$ cat config.mk
export PLATFORM = sky130hd
export DESIGN_NAME = tri_bus_arbiter
export DESIGN_NICKNAME = d
export VERILOG_FILES = /design/src/rtl/tri_bus_arbiter.sv
export SDC_FILE = /design/constraint.sdc
export NUM_CORES = 1
export LEC_CHECK = 0
export CAP_MARGIN = 20
export CORE_MARGIN = 1
export CORE_UTILIZATION = 39
export CTS_CLUSTER_DIAMETER = 120
export DETAILED_ROUTE_END_ITERATION = 12
export GPL_ROUTABILITY_DRIVEN = 0
export PLACE_DENSITY = 0.72
export SETUP_SLACK_MARGIN = 0.1
export SLEW_MARGIN = 20
export SYNTH_ARGS = -nofsm -noshare
export SYNTH_HDL_FRONTEND = slang
export SYNTH_SLANG_ARGS = --single-unit
$ cat constraint.sdc
create_clock -name clk -period 1.7 [get_ports clk]
set_clock_uncertainty 0.1 [all_clocks]
set_input_delay 0.51 -clock clk [delete_from_list [all_inputs] [get_ports clk]]
set_output_delay 0.51 -clock clk [all_outputs]
set_load 0.02 [all_outputs]
$ cat src/rtl/tri_bus_arbiter.sv
// Round-robin owner arbiter for a shared tri-state bus with dead-cycle turnaround.
// Optional macro HOLD_LIMIT_EN: preempt an owner after MAX_HOLD grant cycles when others wait.
//
// state | meaning
// IDLE  | bus free, next requester picked round-robin from last+1
// GRANT | one requester owns the bus (gnt/oe one-hot, stable)
// TURN  | bus released, all drivers off for TURN_CYCLES cycles
module tri_bus_arbiter #(
    parameter int N_REQ       = 4,
    parameter int TURN_CYCLES = 1,
    parameter int MAX_HOLD    = 8,
    localparam int OWNER_W    = $clog2(N_REQ)
) (
    input  logic               clk,
    input  logic               rst_n,
    input  logic [N_REQ-1:0]   req,
    output logic [N_REQ-1:0]   gnt,
    output logic [N_REQ-1:0]   oe,
    output logic [OWNER_W-1:0] owner_id,
    output logic               bus_busy
);

    localparam int TURN_W = (TURN_CYCLES > 1) ? $clog2(TURN_CYCLES) : 1;

    if (N_REQ < 2 || TURN_CYCLES < 1 || MAX_HOLD < 1) begin : g_param_check
        $error("tri_bus_arbiter: illegal parameter values");
    end

    typedef enum logic [1:0] {
        IDLE,
        GRANT,
        TURN
    } state_t;

    state_t             state, state_nxt;
    logic [N_REQ-1:0]   gnt_nxt;
    logic [OWNER_W-1:0] owner_nxt;
    logic [OWNER_W-1:0] last, last_nxt;
    logic [OWNER_W-1:0] pick_idx, scan_idx;
    logic               pick_vld;
    logic [TURN_W-1:0]  turn_cnt, turn_nxt;
    logic               release_bus;

`ifdef HOLD_LIMIT_EN
    localparam int HOLD_W = (MAX_HOLD > 1) ? $clog2(MAX_HOLD) : 1;

    logic [HOLD_W-1:0]  hold_cnt, hold_nxt;
    logic               others_pending;

    assign others_pending = |(req & ~gnt);
`endif

    // Rotating priority scan: first set request strictly after the previous owner.
    always_comb begin
        pick_vld = 1'b0;
        pick_idx = '0;
        scan_idx = '0;
        for (int i = 1; i <= N_REQ; i++) begin
            scan_idx = OWNER_W'((int'(last) + i) % N_REQ);
            if (!pick_vld && req[scan_idx]) begin
                pick_vld = 1'b1;
                pick_idx = scan_idx;
            end
        end
    end

    always_comb begin
        state_nxt   = state;
        gnt_nxt     = gnt;
        owner_nxt   = owner_id;
        last_nxt    = last;
        turn_nxt    = turn_cnt;
        release_bus = 1'b0;
`ifdef HOLD_LIMIT_EN
        hold_nxt    = hold_cnt;
`endif
        case (state)
            IDLE: begin
                if (pick_vld) begin
                    state_nxt         = GRANT;
                    gnt_nxt           = '0;
                    gnt_nxt[pick_idx] = 1'b1;
                    owner_nxt         = pick_idx;
                    last_nxt          = pick_idx;
`ifdef HOLD_LIMIT_EN
                    hold_nxt          = '0;
`endif
                end
            end
            GRANT: begin
`ifdef HOLD_LIMIT_EN
                if (hold_cnt != HOLD_W'(MAX_HOLD - 1)) begin
                    hold_nxt = hold_cnt + 1'b1;
                end
                if (!req[owner_id]) begin
                    release_bus = 1'b1;
                end else if (hold_cnt == HOLD_W'(MAX_HOLD - 1) && others_pending) begin
                    release_bus = 1'b1;
                end
`else
                release_bus = !req[owner_id];
`endif
                if (release_bus) begin
                    state_nxt = TURN;
                    gnt_nxt   = '0;
                    turn_nxt  = TURN_W'(TURN_CYCLES - 1);
                end
            end
            TURN: begin
                if (turn_cnt == '0) begin
                    state_nxt = IDLE;
                end else begin
                    turn_nxt = turn_cnt - 1'b1;
                end
            end
            default: begin
                state_nxt = IDLE;
                gnt_nxt   = '0;
            end
        endcase
    end

    always_ff @(posedge clk or negedge rst_n) begin
        if (!rst_n) begin
            state    <= IDLE;
            gnt      <= '0;
            owner_id <= '0;
            last     <= OWNER_W'(N_REQ - 1);
            turn_cnt <= '0;
`ifdef HOLD_LIMIT_EN
            hold_cnt <= '0;
`endif
        end else begin
            state    <= state_nxt;
            gnt      <= gnt_nxt;
            owner_id <= owner_nxt;
            last     <= last_nxt;
            turn_cnt <= turn_nxt;
`ifdef HOLD_LIMIT_EN
            hold_cnt <= hold_nxt;
`endif
        end
    end

    assign oe       = gnt;
    assign bus_busy = |gnt;

endmodule
==> metrics.csv <==
stage;metric;value;unit
timing;setup ws final;-0.263;ns
setup_path;crit start category;register;
global_routing;initial antenna violation count;0;
status;status;finished with violations;
die;Die X;39.5;µm
final_layout;Final Core Density;67.4;%
power_and_ir_drop;switching share of power;39.8;%
power_and_ir_drop;P_int;0.971;mW
cts;total CTS buffers;3;
synthesis;Ys Warns;0;
synthesis;Mapped Nets;57;
synthesis;post-synth cell types;24;
timing;RSZ-0062 raised after global routing;yes;
final_layout;area grow syn2layout;59.7;%
cts;Reg clk slew, reported paths;0.06;ns
detailed_routing;DRC Markers;0;
die;Die Y;39.5;µm
timing;Rel. slew slack;70.7;%
global_routing;grt ovf;0;
synthesis;register area share after synthesis;46.0;%
setup_path;crit path max fanout;2;
timing;Slew Viols, Final;0;
global_routing;first-pass GRT wire length;2.26;mm
setup_path;Worst R2R Start;owner_id[0];
power_and_ir_drop;pwr/cell area;1840;nW/µm²
setup_path;critical path startpoint;gnt[2];
power_and_ir_drop;total power;1.61;mW
synthesis;Post-synth EDFFs;0;
cts;Worst-Skew Late Latency;0.27;ns
cts;H-Tree Depth;1;
detailed_routing;drt wl/cell;14.8;µm
cts;Root Buffer;clkbuf_4;
global_routing;largest net degree at the start of global routing;11;
timing;worst hold slack;0.434;ns
setup_path;Critical Path RT;1.09;ns
final_layout;Post-Layout Cell Count;102;
timing;Hold Violations, Final;0;
synthesis;FF+latch count, synth;10;
global_routing;vias in the first global route;507;
power_and_ir_drop;Peak VDD IR;808;µV
power_and_ir_drop;register share of total power;29.5;%
hold_path;Hold Crit Start;last[1];
placement;post-DP HPWL;1.11;mm
final_layout;Nets;94;
die;I/O pin count;17;
die;row cnt;13;
synthesis;share of async-settable or async-resettable flops after synthesis;100;%
final_layout;share of layout cells above drive strength 1;59.8;%
synthesis;Gate Count Post-Synth;51;
die;Initial Util;42.2;%
setup_path;CP arrival;1.35;ns
synthesis;synthesized cell area;549;µm²
placement;I/O Buffers;16;
power_and_ir_drop;Comb pwr share;57.1;%
detailed_routing;remaining antenna violation count after routing;0;
power_and_ir_drop;clock power share;13.4;%
final_layout;Inserted Diodes;0;
timing;final critical-path share of the clock period;115;%
power_and_ir_drop;Psw;0.641;mW
final_layout;# fillers;122;
synthesis;ys flop type;dfrtp_1;
status;failing checks;negative setup slack;
global_routing;gr usage total;22.5;%
timing;FMAX;509;MHz
timing;fin crit period;1.96;ns
timing;Final setup viols;1;
detailed_routing;routed via count;559;
job;max cap viols;0;
synthesis;Post-Synthesis Mean Instance Area;10.8;µm²
detailed_routing;Pre-antenna DRT Iters;5;
detailed_routing;final WL;1.51;mm
placement;Place WS;-0.559;ns
cts;clock tree buffer depth;2;
detailed_routing;number of DRC markers in iteration 0;19;
power_and_ir_drop;leakage power;0.430;nW
detailed_routing;vias per inst;5.48;
hold_path;worst min path class;register to register;
cts;clock sinks;10;
placement;Cell Count Post-Placement;92;
setup_path;kind of critical path;register to primary output;
setup_path;Worst setup EP type;primary output;
die;Die ar.;1560;µm²
timing;Worst Tran Pin Value;0.438;ns
cts;CTS tree;yes;
die;core area;1300;µm²
[cell usage after synthesis, drive strengths merged (2+ instances only)]
cell     count  area share, %
a21o         3            4.1
a22o         2            3.6
buf          4            5.5
dfrtp        8             36
dfstp        2            9.6
nand2        4            2.7
nor2         5            3.4
nor2b        3            3.4
o21ai        4            3.6
o2bb2ai      2            3.2
or4          2            3.4
[kinds of logic (layout without fill, tap and decap cells)]
logic type / count (synthesis) / in the layout / share of synthesized area (%)
simple gates: 20 / 20 / 20.5
buf+inv: 4 / 40 / 5.47
compound gates: 16 / 16 / 23.2
mux: 1 / 1 / 4.78
flops: 10 / 10 / 46.0
[worst max-delay path: stages (launching register included)]
cell and delay (ns):
dfrtp_1 0.39, or4_4 0.55, buf_6 0.15
[through the flow]
stage	TNS [ns]	area, µm²
3_5_place_dp	-4.82	807
5_1_grt	-0.301	877
3_3_place_gp	-4.44	807
6_report	-0.263	877
2_1_floorplan	-0.0478	553
4_1_cts	-0.261	833
[placed cells by master, fill, tap and decap left out]
cell type and instances:
dfrtp_2 1, nand2_1 4, buf_6 4, nor2b_1 2, o21ai_1 1, and2_4 1
nor2b_4 1, a22o_2 2, mux4_2 1, buf_2 7, nor3_1 1, a211oi_4 1
nand4_1 1, or4_4 2, nor3b_1 1, clkbuf_8 1, o21ai_0 3, clkbuf_4 3
nand2b_1 1, a21oi_1 1, a21o_1 3, buf_4 22, a311oi_1 1, clkdlybuf4s50_1 1
clkdlybuf4s15_2 1, o2bb2ai_2 2, buf_8 1, o21a_1 1, dfrtp_1 7, or2b_1 1
nor2_1 5, dfstp_2 2, o22ai_1 1
[sequential cells by signal, summed over array words and instances, names as in the netlist]
name and count:
last 2, owner_id 2, gnt 4, state 2
[routing by layer]
metal / vias up / wire (µm) / global-route usage, %
li1: 256 / - / -
met1: 282 / 663 / 28.8
met2: 17 / 781 / 35.2
met3: 4 / 58 / 6.82
met4: 0 / 9 / 7.76
met5: - / 0 / 0
[power by group through the flow]
| stage | clock [mW] | sequential (mW) | combinational (mW) |
|---|---|---|---|
| after floorplan | 0 | 0.511 | 0.442 |
| after global placement | 0 | 0.470 | 0.805 |
| after detailed placement | 0 | 0.476 | 0.827 |
| after CTS | 0.220 | 0.476 | 0.847 |
| after global routing | 0.234 | 0.487 | 0.988 |
| final | 0.217 | 0.475 | 0.920 |
[cell type report]
cell class	instances	area (µm²)	share of cell area (%)
multi-input cells	37	287	32.7
repair buffers	36	282	32.1
flip-flops and latches	10	254	29.0
clock buffers	4	36.3	4.14
well taps	15	18.8	2.14
[worst paths after layout]
check | to | slack (ns) | cells after the start
setup / recovery | bus_busy | -0.26 | 2
hold / removal | last[1] | 0.43 | 2
setup reg to reg | gnt[3] | 0.07 | 4
hold reg to reg | last[1] | 0.43 | 2
max in group asynchronous | last[1] | 0.72 | 1
min in group asynchronous | gnt[1] | 0.44 | 1
[what timing repair did]
action                     CTS  global route
pin swaps                    5             4
resized for setup           65             9
hold buffers                 0             0
setup endpoints to repair   21             9
setup buffers                3             4
cloned                       0             0
Note: power is estimated with default switching activity, not from simulation.
